--- src/rtl/decode_pipe_stage.sv ---
// RV32I decode stage between fetch and execute, with a 1- or 2-entry elastic output buffer.
// Optional CSR decode (csr_op_out / csr_wr_en_out ports) is enabled by defining CSR_DECODE_EN.
module decode_pipe_stage #(
  parameter int BUF_DEPTH     = 2,
  parameter int STRICT_FUNCT7 = 1,
  parameter int CNT_W         = 8
) (
  input  logic             clk_in,
  input  logic             reset_in,
  input  logic             flush_in,
  input  logic [31:0]      instr_in,
  input  logic [1:0]       addr_lsb_in,
  input  logic             valid_in,
  output logic             ready_out,
  output logic             valid_out,
  input  logic             ready_in,
  output logic [4:0]       rs1_out,
  output logic [4:0]       rs2_out,
  output logic [4:0]       rd_out,
  output logic [3:0]       alu_opcode_out,
  output logic [2:0]       wb_mux_sel_out,
  output logic [2:0]       imm_type_out,
  output logic             alu_src_out,
  output logic             iadder_src_out,
  output logic             rf_wr_en_out,
  output logic             mem_wr_req_out,
  output logic [1:0]       load_size_out,
  output logic             load_unsigned_out,
  output logic             illegal_instr_out,
  output logic             misaligned_load_out,
  output logic             misaligned_store_out,
`ifdef CSR_DECODE_EN
  output logic [2:0]       csr_op_out,
  output logic             csr_wr_en_out,
`endif
  output logic [CNT_W-1:0] illegal_cnt_out
);

  typedef struct packed {
    logic [4:0] rs1;
    logic [4:0] rs2;
    logic [4:0] rd;
    logic [3:0] alu_opcode;
    logic [2:0] wb_mux_sel;
    logic [2:0] imm_type;
    logic       alu_src;
    logic       iadder_src;
    logic       rf_wr_en;
    logic       mem_wr_req;
    logic [1:0] load_size;
    logic       load_unsigned;
    logic       illegal;
    logic       misaligned_load;
    logic       misaligned_store;
`ifdef CSR_DECODE_EN
    logic [2:0] csr_op;
    logic       csr_wr_en;
`endif
  } bundle_t;

  localparam logic USE_SKID = 1'(BUF_DEPTH >= 2);

  logic [6:0] opcode;
  logic [2:0] funct3;
  logic [6:0] funct7;
  logic [4:0] grp;
  logic is_branch, is_jal, is_jalr, is_auipc, is_lui, is_op, is_op_imm;
  logic is_load, is_store, is_system, is_misc_mem, any_group;
  logic shift_imm, op_f7_bad, sh_f7_bad, misaligned, illegal, is_csr;
  bundle_t dec;

  assign opcode = instr_in[6:0];
  assign funct3 = instr_in[14:12];
  assign funct7 = instr_in[31:25];
  assign grp    = opcode[6:2];

  assign is_branch   = grp == 5'b11000;
  assign is_jal      = grp == 5'b11011;
  assign is_jalr     = grp == 5'b11001;
  assign is_auipc    = grp == 5'b00101;
  assign is_lui      = grp == 5'b01101;
  assign is_op       = grp == 5'b01100;
  assign is_op_imm   = grp == 5'b00100;
  assign is_load     = grp == 5'b00000;
  assign is_store    = grp == 5'b01000;
  assign is_system   = grp == 5'b11100;
  assign is_misc_mem = grp == 5'b00011;
  assign any_group   = is_branch | is_jal | is_jalr | is_auipc | is_lui | is_op | is_op_imm |
                       is_load | is_store | is_system | is_misc_mem;

  // Only SUB/SRA (OP) and SRAI (shift-imm) may carry the alternate funct7 encoding.
  assign shift_imm = is_op_imm & ((funct3 == 3'b001) | (funct3 == 3'b101));
  assign op_f7_bad = is_op & ~((funct7 == 7'b0000000) |
                     ((funct7 == 7'b0100000) & ((funct3 == 3'b000) | (funct3 == 3'b101))));
  assign sh_f7_bad = shift_imm & ~((funct7 == 7'b0000000) |
                     ((funct7 == 7'b0100000) & (funct3 == 3'b101)));

  assign misaligned = ((funct3[1:0] == 2'b01) & addr_lsb_in[0]) |
                      ((funct3[1:0] == 2'b10) & (addr_lsb_in != 2'b00));

`ifdef CSR_DECODE_EN
  assign is_csr = is_system & (funct3 != 3'b000);
`else
  assign is_csr = 1'b0;
`endif

  assign illegal = ~any_group | (opcode[1:0] != 2'b11) |
                   (is_load & (funct3[1:0] == 2'b11)) | (is_store & funct3[2]) |
                   ((STRICT_FUNCT7 != 0) & (op_f7_bad | sh_f7_bad))
`ifdef CSR_DECODE_EN
                   | (is_system & (funct3 == 3'b100))
`endif
                   ;

  always_comb begin
    dec                  = '0;
    dec.rs1              = instr_in[19:15];
    dec.rs2              = instr_in[24:20];
    dec.rd               = instr_in[11:7];
    dec.alu_opcode       = {instr_in[30] & (is_op | shift_imm), funct3};
    dec.alu_src          = opcode[5];
    dec.iadder_src       = is_load | is_store | is_jalr;
    dec.rf_wr_en         = (is_lui | is_auipc | is_jal | is_jalr | is_op | is_op_imm |
                            is_load | is_csr) & ~illegal;
    dec.mem_wr_req       = is_store & ~misaligned & ~illegal;
    dec.load_size        = funct3[1:0];
    dec.load_unsigned    = funct3[2];
    dec.illegal          = illegal;
    dec.misaligned_load  = is_load & misaligned;
    dec.misaligned_store = is_store & misaligned;
    if (is_load)                dec.wb_mux_sel = 3'b001;
    else if (is_lui)            dec.wb_mux_sel = 3'b010;
    else if (is_auipc)          dec.wb_mux_sel = 3'b011;
    else if (is_jal | is_jalr)  dec.wb_mux_sel = 3'b101;
    else if (is_csr)            dec.wb_mux_sel = 3'b100;
    if (is_op_imm | is_load | is_jalr) dec.imm_type = 3'b001;
    else if (is_store)                 dec.imm_type = 3'b010;
    else if (is_branch)                dec.imm_type = 3'b011;
    else if (is_lui | is_auipc)        dec.imm_type = 3'b100;
    else if (is_jal)                   dec.imm_type = 3'b101;
    else if (is_csr)                   dec.imm_type = 3'b110;
`ifdef CSR_DECODE_EN
    dec.csr_op    = funct3;
    dec.csr_wr_en = is_csr & ~illegal;
`endif
  end

  bundle_t          out_q, skid_q;
  logic             out_valid_q, skid_valid_q;
  logic [CNT_W-1:0] cnt_q;
  logic             in_fire, out_fire;

  assign ready_out = USE_SKID ? ~skid_valid_q : (~out_valid_q | ready_in);
  assign in_fire   = valid_in & ready_out;
  assign out_fire  = out_valid_q & ready_in;

  // Output register refills from the skid entry first; a stalled output parks new input in the skid.
  always_ff @(posedge clk_in) begin
    if (reset_in) begin
      out_valid_q  <= 1'b0;
      skid_valid_q <= 1'b0;
      out_q        <= '0;
      skid_q       <= '0;
    end else if (flush_in) begin
      out_valid_q  <= 1'b0;
      skid_valid_q <= 1'b0;
    end else if (out_fire | ~out_valid_q) begin
      if (skid_valid_q) begin
        out_q        <= skid_q;
        out_valid_q  <= 1'b1;
        skid_valid_q <= 1'b0;
      end else begin
        out_valid_q <= in_fire;
        if (in_fire) out_q <= dec;
      end
    end else if (in_fire & USE_SKID) begin
      skid_q       <= dec;
      skid_valid_q <= 1'b1;
    end
  end

  always_ff @(posedge clk_in) begin
    if (reset_in)
      cnt_q <= '0;
    else if (in_fire & ~flush_in & dec.illegal & (cnt_q != {CNT_W{1'b1}}))
      cnt_q <= cnt_q + CNT_W'(1);
  end

  assign valid_out            = out_valid_q;
  assign rs1_out              = out_q.rs1;
  assign rs2_out              = out_q.rs2;
  assign rd_out               = out_q.rd;
  assign alu_opcode_out       = out_q.alu_opcode;
  assign wb_mux_sel_out       = out_q.wb_mux_sel;
  assign imm_type_out         = out_q.imm_type;
  assign alu_src_out          = out_q.alu_src;
  assign iadder_src_out       = out_q.iadder_src;
  assign rf_wr_en_out         = out_q.rf_wr_en;
  assign mem_wr_req_out       = out_q.mem_wr_req;
  assign load_size_out        = out_q.load_size;
  assign load_unsigned_out    = out_q.load_unsigned;
  assign illegal_instr_out    = out_q.illegal;
  assign misaligned_load_out  = out_q.misaligned_load;
  assign misaligned_store_out = out_q.misaligned_store;
`ifdef CSR_DECODE_EN
  assign csr_op_out           = out_q.csr_op;
  assign csr_wr_en_out        = out_q.csr_wr_en;
`endif
  assign illegal_cnt_out      = cnt_q;

endmodule

--- config.mk ---
export PLATFORM = sky130hd
export DESIGN_NAME = decode_pipe_stage
export DESIGN_NICKNAME = d
export VERILOG_FILES = /design/src/rtl/decode_pipe_stage.sv
export SDC_FILE = /design/constraint.sdc
export NUM_CORES = 1
export LEC_CHECK = 0
export BUFFER_PORTS_ARGS = -buffer_cell sky130_fd_sc_hd__buf_4
export CAP_MARGIN = 20
export CELL_PAD_IN_SITES_DETAIL_PLACEMENT = 0
export CELL_PAD_IN_SITES_GLOBAL_PLACEMENT = 1
export CORE_MARGIN = 2
export CORE_UTILIZATION = 35
export CTS_CLUSTER_SIZE = 8
export DETAILED_ROUTE_END_ITERATION = 8
export PLACE_DENSITY_LB_ADDON = 0.12
export SETUP_SLACK_MARGIN = 0.1
export SYNTH_ARGS = -nofsm -noshare
export SYNTH_HDL_FRONTEND = slang
export SYNTH_SLANG_ARGS = --single-unit
export TNS_END_PERCENT = 30
--- constraint.sdc ---
create_clock -name clk_in -period 3.95 [get_ports clk_in]
set_input_delay 0.79 -clock clk_in [delete_from_list [all_inputs] [get_ports clk_in]]
set_output_delay 0.79 -clock clk_in [all_outputs]
set_load 0.05 [all_outputs]
==> summary.txt, run 1 <==
Status
  • Status: complete, no violations

STA
  • Fmax: 0.364 GHz
  • Clock Skews: 0.00873 ns
  • Worst slew pin tran: 0.987 ns
  • Slew Limit Fails: 0
  • Final Hold Fails: 0
  • Final Cycle Share: 0.696
  • # setup viols final: 0
  • Setup_tns: 0 ns
  • Slew headroom: 0.342
  • RSZ-0062 raised after global routing: no
  • Final Critical Period: 2.75 ns

Yosys
  • Adder and majority gate portion of the synthesized area: 0.00366
  • Synth Area in Simple Gates: 0.234
  • Post-Synth XOR/XNOR Area: 0.00256
  • EDFF count, synth: 0
  • Multiplexer area fraction after synthesis: 0.0802
  • Syn Area/Cell: 8.46 um2
  • Commonest register cell after synthesis: dfxtp_1
  • Largest family of logic cells by synthesized area: simple AND/OR/NAND/NOR gates
  • FF+latch count, synth: 74
  • Syn_nets: 444
  • Synth unique cells: 48
  • Synth warnings: 0
  • Asr flop ratio synth: 0
  • Cell count after synthesis: 404
  • Seq/Total Area, Yosys: 0.433
  • Compound-Gate Fraction of Synth Area: 0.180
  • Post-Syn Area: 0.00342 mm2

Critical path
  • Setup CP Type: reg -> out
  • Type of element launching the critical path: register
  • CP peak stage delay: 0.96 ns
  • CP delay by family, top: flip-flops
  • Worst path bufs/invs: 2
  • Crit-path slowest cell: dfxtp_2
  • Crit Path Max Fanout: 36
  • Critical path required time: 3.16 ns
  • CP arrival: 1.96 ns
  • Ordered list of cells on the worst path: inv_2 > buf_4
  • Critical Path End Type: output pin

Pwr
  • Internal power: 1220 uW
  • Seq pwr share: 0.459
  • Clk pwr share: 0.385
  • PD cells: 402 mW/mm2
  • Total power: 1710 uW
  • Psw: 491 uW
  • VDD IR max: 0.185 mV
  • Net Sw Frac: 0.287
  • Pleak: 0.00157 uW
  • Combinational Power Share: 0.157

Floorplan
  • Starting Density: 0.355
  • Chip width: 103 um
  • Die height: 103 um
  • Top Ports: 84
  • Die ar.: 0.0106 mm2
  • Row cnt: 36
  • Core ar.: 0.00964 mm2

CTS
  • CTS Buf Count: 9
  • Hold buffers post-CTS: 0
  • Setup bufs post-CTS: 0
  • Clk slew on worst S/H paths: 0.08 ns
  • Post-CTS sizing: 0
  • CTS max path bufs: 2
  • Worst-Skew Late Latency: 0.35 ns
  • Htree depth: 3
  • CTS tree: done
  • CTS Sinks: 74
  • Clock Root Buffer: clkbuf_8

Routing
  • DRT Wirelength: 8.49 mm
  • Vias/cell: 4.88
  • 1st-iter DRT viols: 113
  • Total number of vias: 2964
  • Final antenna-violating net count: 0
  • Remaining DRCs: 0
  • Drt first pass iters: 4
  • Routed length per instance: 14.0 um

GRT
  • Largest net degree at the start of global routing: 77
  • All-layer global routing usage: 0.166
  • Vias in the first global route: 2756
  • Initial antenna violation count: 0
  • Global-route wire length before repair: 13.6 mm
  • Grt total ovfl: 0

Min path
  • Worst hold path class: reg -> reg

Cells and area
  • P&R area growth vs syn: 24.5%
  • Nets: 509
  • Layout filler cell count: 1014
  • Proportion of layout cells with a drive suffix above 1: 0.251
  • Ant diodes: 0
  • Multi-input combinational cell area: 0.00172 mm2
  • Storage cell area: 0.00148 mm2
  • Util after Layout: 0.442

Place
  • I/O Buffers: 83
  • Detail Placement HPWL: 5.71 mm
  • RD Place Congestion: 0.766

Run
  • Max-cap viol count: 0
==> logic make-up after synthesis <==
| group | count (synthesis) |
|---|---|
| flops | 74 |
| fa+ha+maj | 1 |
| mux | 27 |
| simple gates | 164 |
| compound gates | 100 |
| buf+inv | 37 |
| xor+xnor | 1 |
==> path summary, 6_finish.rpt <==
path	from	endpoint	slack [ns]	depth (start not counted)
max reg2reg	skid_valid_q$_SDFFE_PP0P_	rs1_out[0]$_SDFFE_PP0P_	1.27	5
max	skid_valid_q$_SDFFE_PP0P_	ready_out	1.20	2
min reg2reg	skid_q[27]$_SDFFE_PP0P_	skid_q[27]$_SDFFE_PP0P_	0.46	2
min	skid_q[27]$_SDFFE_PP0P_	skid_q[27]$_SDFFE_PP0P_	0.46	2
==> metal layers <==
layer  global-route usage  wire (um)
met5                    0          0
met3               0.0353        395
met4               0.0547        112
met2                0.251       3660
met1                0.235       4320
==> per-stage QoR <==
step	worst slack, ns	hold slack [ns]	instances	instance area [um2]
floorplan	1.57	0.432	404	3420
global placement	1.20	0.440	590	4030
detailed placement	1.14	0.445	590	4030
CTS	1.20	0.454	606	4250
global route	0.973	0.480	607	4260
finish	1.20	0.455	607	4260
==> synth_stat cells (4+ instances only) <==
master,n,area share
nor2b_1,8,0.015
clkbuf_1,19,0.021
buf_6,10,0.033
dfxtp_1,74,0.43
nand2b_1,5,0.0092
nand2_1,60,0.066
mux2i_1,24,0.070
nand3_1,6,0.0088
o21ai_0,16,0.023
o211ai_1,4,0.0088
a211oi_1,28,0.061
nor3_1,4,0.0059
nor2_1,51,0.056
a21oi_1,41,0.060
==> power groups by stage <==
stage               Sequential [uW]  Combinational, uW  Clock [uW]
floorplan                       878                107           0
global placement                802                268           0
detailed placement              803                270           0
CTS                             785                270         676
global route                    789                289         712
finish                          785                268         659
==> registers in the layout, summed over array words and instances (netlist names) <==
name and count:
rs2_out 5, mem_wr_req_out 1, valid_out 1, skid_q 32
imm_type_out 3, rd_out 5, alu_src_out 1, illegal_instr_out 1
misaligned_store_out 1, illegal_cnt_out 8, alu_opcode_out 4, skid_valid_q 1
wb_mux_sel_out 3, misaligned_load_out 1, iadder_src_out 1, rs1_out 5
rf_wr_en_out 1
==> worst min-delay path, stage by stage (launching register included) <==
cell and delay, ns:
dfxtp_1 0.31, nand2_1 0.05, a21oi_1 0.05
==> layout by cell type (no fill, tap or decap), types with 6 or more instances in the layout <==
cell / count
nor2_1: 51
clkbuf_8: 9
dfxtp_1: 73
a21oi_1: 41
a211oi_1: 28
buf_4: 88
o21ai_0: 16
nor2b_1: 8
mux2i_1: 24
nand3_1: 6
nand2_1: 60
==> cell type report <==
cell class,count,area share
Clock inverter,6,0.0212
Multi-Input combinational cell,293,0.403
Clock buffer,10,0.0300
Sequential cell,74,0.348
Timing Repair Buffer,89,0.156
Tap cell,133,0.0391
Inverter,2,0.00176
(Power assumes the default switching activity.)
==> run 2, diff against run 1 <==
- clock period: 3.95 -> 2.9 ns (I/O delays scaled with it)
==> run 2 against run 1 <==
- largest cell class unchanged
- sequential share of layout area is 0.34 points lower
- cell area is 1.0% higher
- routed wire length rose by 1.0%
- total power rose by 39%
- clock-buffer cell count stayed put
==> summary.txt, run 2 (synthesized netlist as in run 1, its figures left out) <==
Floorplan
  • Chip width: 103 um (unchanged)
  • Row cnt: 36 (unchanged)
  • Die height: 103 um (unchanged)
  • Core ar.: 0.00964 mm2 (unchanged)
  • Top Ports: 84 (unchanged)
  • Die ar.: 0.0106 mm2 (unchanged)
  • Starting Density: 0.355 (unchanged)

GRT
  • Global-route wire length before repair: 14.1 mm (+3.9%)
  • Largest net degree at the start of global routing: 49 (-36%)
  • All-layer global routing usage: 0.171 (+0.00586)
  • Initial antenna violation count: 0 (unchanged)
  • Vias in the first global route: 2771 (+0.54%)
  • Grt total ovfl: 0 (unchanged)

Critical path
  • Setup CP Type: reg -> out
  • CP arrival: 1.63 ns (-0.33 ns)
  • R2R cell count: 6 (+1)
  • Worst path most repeated cell: buf_4
  • Critical path required time: 2.32 ns (-0.84 ns)
  • RR Endpoint: illegal_instr_out$_SDFFE_PP0P_
  • Critical Path End Type: output pin
  • RR Startpoint: valid_out$_SDFFE_PP0N_
  • Crit-path slowest cell: buf_4
  • Worst path bufs/invs: 3 (+1)
  • Crit Path Max Fanout: 34 (-5.6%)
  • Flop2flop setup slack: 0.73 ns (-0.54 ns)
  • Type of element launching the critical path: register
  • CP delay by family, top: buffers and inverters
  • Ordered list of cells on the worst path: buf_4 > inv_2 > buf_4
  • CP peak stage delay: 0.44 ns (-0.52 ns)

CTS
  • Hold buffers post-CTS: 0 (unchanged)
  • CTS max path bufs: 2 (unchanged)
  • Setup bufs post-CTS: 0 (unchanged)
  • Htree depth: 3 (unchanged)
  • CTS tree: done
  • Worst-Skew Late Latency: 0.35 ns (about the same)
  • CTS Sinks: 74 (unchanged)
  • Post-CTS sizing: 0 (unchanged)
  • CTS Buf Count: 9 (unchanged)
  • Clk slew on worst S/H paths: 0.08 ns (about the same)
  • Clock Root Buffer: clkbuf_8

Pwr
  • VDD IR max: 0.187 mV (+1.2%)
  • Pleak: 0.00160 uW (+1.8%)
  • PD cells: 552 mW/mm2 (+37%)

Cells and area
  • Max reg flops: 32 (unchanged)
  • Final instance area: 0.00430 mm2 (+1.0%)
  • Layout filler cell count: 1029 (+1.5%)
  • Most frequent cells in the layout: buf_4 (92), dfxtp_1 (73), nand2_1 (60)
  • Ant diodes: 0 (unchanged)
  • Storage cell area: 0.00148 mm2 (unchanged)
  • Nets: 512 (+0.59%)
  • Proportion of layout cells with a drive suffix above 1: 0.258 (+0.00681)
  • Commonest non-fill, non-tap cell in the layout: buf_4
  • Largest reg by FF count: skid_q
  • Multi-input combinational cell area: 0.00172 mm2 (unchanged)
  • P&R area growth vs syn: 25.8%

Routing
  • Drt first pass iters: 5 (+1)
  • Vias/cell: 4.96 (+1.5%)
  • Total number of vias: 3023 (+2.0%)
  • DRT Wirelength: 8.58 mm (+1.0%)
  • 1st-iter DRT viols: 123 (+8.8%)
  • Final antenna-violating net count: 0 (unchanged)
  • Routed length per instance: 14.1 um (+0.55%)
  • Remaining DRCs: 0 (unchanged)

Run
  • Max-cap viol count: 0 (unchanged)

STA
  • Fmax: 0.452 GHz
  • Worst slew pin tran: 0.760 ns (-0.227 ns)
  • RSZ-0062 raised after global routing: no
  • Slew Limit Fails: 0 (unchanged)
  • Setup_tns: 0 ns (unchanged)
  • # setup viols final: 0 (unchanged)
  • Final Critical Period: 2.21 ns
  • Final Cycle Share: 0.763
  • Slew headroom: 0.492 (+0.150)
  • Final Hold Fails: 0 (unchanged)
  • Clock Skews: 0.00931 ns (+0.000584 ns)

Min path
  • Hold Path Origin: flush_in
  • Hold EP: valid_out$_SDFFE_PP0N_
  • Hold Crit Depth: 2 (unchanged)
  • Worst hold path class: in -> reg

Place
  • I/O Buffers: 83 (unchanged)
  • Post-DP Area: 0.00406 mm2 (+0.74%)
  • Detail Placement HPWL: 5.84 mm (+2.2%)
  • RD Place Congestion: 0.747 (-2.4%)

Status
  • Status: complete, no violations
[run 2: changes by cell type in the layout (fill, tap and decap cells not counted)]
| cell | previous run | this run |
|---|---|---|
| inv_8 | 0 | 1 |
| buf_2 | 1 | 0 |
| clkbuf_8 | 9 | 10 |
| buf_4 | 88 | 92 |
| clkinvlp_4 | 1 | 0 |
| clkinv_2 | 1 | 0 |
| clkbuf_1 | 1 | 0 |
| clkinv_4 | 1 | 2 |
[run 2: worst max-delay path by stage]
stage	from	end	slack, ns	cells after the start
2_1_floorplan	instr_in[28]	mem_wr_req_out$_SDFFE_PP0P_	0.73	7
3_3_place_gp	flush_in	skid_q[31]$_SDFFE_PP0P_	0.53	6
3_5_place_dp	flush_in	illegal_cnt_out[7]$_SDFFE_PP0P_	0.49	7
4_1_cts	skid_valid_q$_SDFFE_PP0P_	ready_out	0.66	3
5_1_grt	valid_out$_SDFFE_PP0N_	illegal_instr_out$_SDFFE_PP0P_	0.48	6
6_report	skid_valid_q$_SDFFE_PP0P_	ready_out	0.69	3
[run 2: final cells by class]
cell class,count,share of cell area
multi-input combinational,293,0.399
sequential,74,0.345
timing repair buffer,92,0.161
tap,133,0.0387
clock buffer,10,0.0320
clock inverter,6,0.0227
inverter,2,0.00175
[run 2: stage by stage]
stage	cells	total power, uW	hold WS [ns]	setup slack, ns	util
6_report	610	2370	0.450	0.688	0.446
4_1_cts	610	2410	0.428	0.658	0.446
3_3_place_gp	594	1460	0.441	0.528	0.422
5_1_grt	610	2490	0.438	0.480	0.446
3_5_place_dp	594	1460	0.446	0.488	0.422
2_1_floorplan	404	1340	0.432	0.726	-
[run 2: layer usage]
metal	wire [um]	vias up	GRT usage
met2	3850	62	0.258
met5	0	-	0
li1	-	1557	-
met4	72	0	0.0476
met3	381	7	0.0468
met1	4280	1397	0.242
[run 2: report_power, final]
part,switching [uW],internal (uW),leakage [uW]
combinational,241,126,0.000879
sequential,19.5,1050,0.000603
clock,416,520,0.000119
total,677,1700,0.00160
==> run 3, diff against run 2 <==
- ABC_AREA: not set -> 1
- clock period: 2.9 -> 2.25 ns (I/O delays scaled with it)
==> run 3 against run 2 <==
- area after synthesis down 1.3%
- highest routed layer unchanged
- clock power grew 2.7%
- first-iteration DRC count up 46%
- global-route usage grew 1.1 points
- sequential cell count did not move
- synthesized cell count rose by 16%
- utilization increased by 1.6 points
- total power is 20% higher
- sequential share of layout area is essentially flat
- setup slack got worse by 0.27 ns
- clock skew about the same
==> summary.txt, run 3 <==
Cells and area
  • Proportion of layout cells with a drive suffix above 1: 0.242 (-0.0160)
  • P&R area growth vs syn: 27.1%
  • Ant diodes: 0 (unchanged)
  • Nets: 585 (+14%)
  • Post-Layout Cell Count: 679 (+11%)
  • Largest reg by FF count: skid_q
  • Commonest non-fill, non-tap cell in the layout: buf_4
  • Most frequent cells in the layout: buf_4 (93), nand2_1 (84), dfxtp_1 (74)
  • Max reg flops: 32 (unchanged)

CTS
  • Clk slew on worst S/H paths: 0.08 ns (about the same)
  • CTS Buf Count: 9 (unchanged)
  • CTS max path bufs: 2 (unchanged)
  • CTS Sinks: 74 (unchanged)
  • Setup bufs post-CTS: 0 (unchanged)
  • Clock Root Buffer: clkbuf_8
  • Post-CTS sizing: 0 (unchanged)
  • Worst-Skew Late Latency: 0.36 ns (about the same)
  • CTS tree: done
  • Htree depth: 3 (unchanged)
  • Hold buffers post-CTS: 0 (unchanged)

Floorplan
  • Top Ports: 84 (unchanged)
  • Row cnt: 35 (-2.8%)
  • Die ar.: 0.0104 mm2 (-1.2%)
  • Chip width: 102 um (-0.62%)
  • Starting Density: 0.363 (+0.00886)
  • Core ar.: 0.00928 mm2 (-3.7%)
  • Die height: 102 um (-0.62%)

GRT
  • Vias in the first global route: 3114 (+12%)
  • Global-route wire length before repair: 15.0 mm (+6.9%)
  • Grt total ovfl: 0 (unchanged)
  • All-layer global routing usage: 0.183 (+0.0114)
  • Largest net degree at the start of global routing: 36 (-27%)
  • Initial antenna violation count: 0 (unchanged)

Yosys
  • Commonest register cell after synthesis: dfxtp_1
  • Seq/Total Area, Yosys: 0.439 (+0.00562)
  • Syn_nets: 510 (+15%)
  • Most common cell in the netlist: nand2_1
  • Cell count after synthesis: 470 (+16%)
  • Yosys top cell area share: 0.439 (+0.00562)
  • EDFF count, synth: 0 (unchanged)
  • FF+latch count, synth: 74 (unchanged)
  • Post-Syn Area: 0.00337 mm2 (-1.3%)
  • Synth warnings: 0 (unchanged)
  • Asr flop ratio synth: 0 (unchanged)
  • Post-synth top cells: nand2_1 (84), dfxtp_1 (74), o21ai_0 (64)
  • Synth unique cells: 34 (-29%)
  • Main area contributors after synthesis: dfxtp_1 (44%), o21ai_0 (9.5%), nand2_1 (9.3%)
  • Cell accounting for the most synthesized area: dfxtp_1
  • Syn Area/Cell: 7.18 um2 (-15%)

Pwr
  • Internal power: 1960 uW (+15%)
  • Total power: 2840 uW (+20%)
  • PD cells: 661 mW/mm2 (+20%)
  • Psw: 880 uW (+30%)
  • Net Sw Frac: 0.310 (+0.0250)
  • Pleak: 0.00197 uW (+23%)
  • Seq pwr share: 0.488 (+0.038)
  • Combinational Power Share: 0.173 (+0.018)
  • Clk pwr share: 0.339 (-0.056)
  • VDD IR max: 0.376 mV (+100%)

Critical path
  • Type of element launching the critical path: register
  • Critical path required time: 1.80 ns (-0.52 ns)
  • Worst path most repeated cell: buf_4
  • Setup CP Type: reg -> out
  • Crit-path slowest cell: buf_4
  • CP arrival: 1.38 ns (-0.25 ns)
  • Ordered list of cells on the worst path: inv_2 > buf_4 > buf_4
  • Worst path bufs/invs: 3 (unchanged)
  • Critical Path End Type: output pin
  • Flop2flop setup slack: 0.57 ns (-0.16 ns)
  • CP peak stage delay: 0.36 ns (-0.08 ns)
  • Crit Path Max Fanout: 33 (-2.9%)
  • CP delay by family, top: buffers and inverters

STA
  • Worst slew pin tran: 0.532 ns (-0.228 ns)
  • Slew headroom: 0.645 (+0.153)
  • Slew Limit Fails: 0 (unchanged)
  • Final Critical Period: 1.83 ns
  • Final Cycle Share: 0.813
  • Clock Skews: 0.00969 ns (+0.000376 ns)
  • Setup_tns: 0 ns (unchanged)
  • RSZ-0062 raised after global routing: no
  • # setup viols final: 0 (unchanged)
  • Final Hold Fails: 0 (unchanged)
  • Fmax: 0.547 GHz

Routing
  • Routed length per instance: 13.2 um (-6.4%)
  • 1st-iter DRT viols: 179 (+46%)
  • DRT Wirelength: 8.94 mm (+4.2%)
  • Vias/cell: 4.88 (-1.5%)
  • Final antenna-violating net count: 0 (unchanged)
  • Total number of vias: 3316 (+9.7%)
  • Drt first pass iters: 6 (+1)
  • Remaining DRCs: 0 (unchanged)

Run
  • Max-cap viol count: 0 (unchanged)

Place
  • Detail Placement HPWL: 6.07 mm (+3.9%)
  • I/O Buffers: 83 (unchanged)
  • Dpl cells: 663 (+12%)
  • RD Place Congestion: 0.875 (+17%)

Min path
  • Worst hold path class: in -> reg

Status
  • Status: complete, no violations
==> run 3: cell count changes after synthesis, sizes merged, moves of 5 or more <==
cell,before,now
nand2b,5,0
a211oi,28,0
a21oi,41,51
nand3,7,22
mux2i,24,0
nor2b,8,0
inv,2,38
nor3,7,2
o21ai,17,65
nand2,60,89
buf,16,11
nor2,51,62
a31oi,2,20
==> run 3: path summary, 6_finish.rpt <==
kind,from,to,cells past startpoint
worst max-delay path,skid_valid_q$_SDFFE_PP0P_,ready_out,3
worst min-delay path,flush_in,skid_valid_q$_SDFFE_PP0P_,2
worst max register to register,illegal_cnt_out[0]$_SDFFE_PP0P_,illegal_cnt_out[1]$_SDFFE_PP0P_,8
worst min register to register,rf_wr_en_out$_SDFFE_PP0P_,rf_wr_en_out$_SDFFE_PP0P_,2
==> run 3: final cells by class <==
type,count,area [um2]
tap,129,161
multi-input combinational,328,1620
timing repair buffer,93,698
clock inverter,5,37.5
sequential,74,1480
inverter,39,146
fill,990,4990
clock buffer,11,141
==> run 3: through the flow <==
stage / hold slack [ns] / cell area [um2] / util / worst slack, ns
finish: 0.313 / 4290 / 0.462 / 0.421
global route: 0.313 / 4290 / 0.462 / 0.336
CTS: 0.306 / 4290 / 0.462 / 0.398
detailed placement: 0.460 / 4110 / 0.443 / 0.429
global placement: 0.455 / 4110 / 0.443 / 0.442
floorplan: 0.447 / 3370 / - / 0.385
==> run 3: cell families after synthesis <==
| family | synth area share |
|---|---|
| buf+inv | 0.0816 |
| xor+xnor | 0.0156 |
| fa+ha+maj | 0.00371 |
| simple gates | 0.241 |
| flops | 0.439 |
| compound gates | 0.219 |
==> run 3: routing by layer <==
metal	GRT usage	wire length, um	vias to the layer above
met5	0	0	-
met4	0.0431	48	0
met3	0.0499	594	8
met2	0.289	3940	95
met1	0.249	4360	1503
li1	-	-	1710
==> run 3: power by group through the flow <==
| stage | clock [uW] | sequential (uW) | combinational (uW) |
|---|---|---|---|
| 2_1_floorplan | 0 | 1550 | 178 |
| 3_5_place_dp | 0 | 1410 | 493 |
| 5_1_grt | 1040 | 1390 | 537 |
| 4_1_cts | 988 | 1380 | 495 |
| 3_3_place_gp | 0 | 1410 | 490 |
| 6_report | 962 | 1380 | 491 |
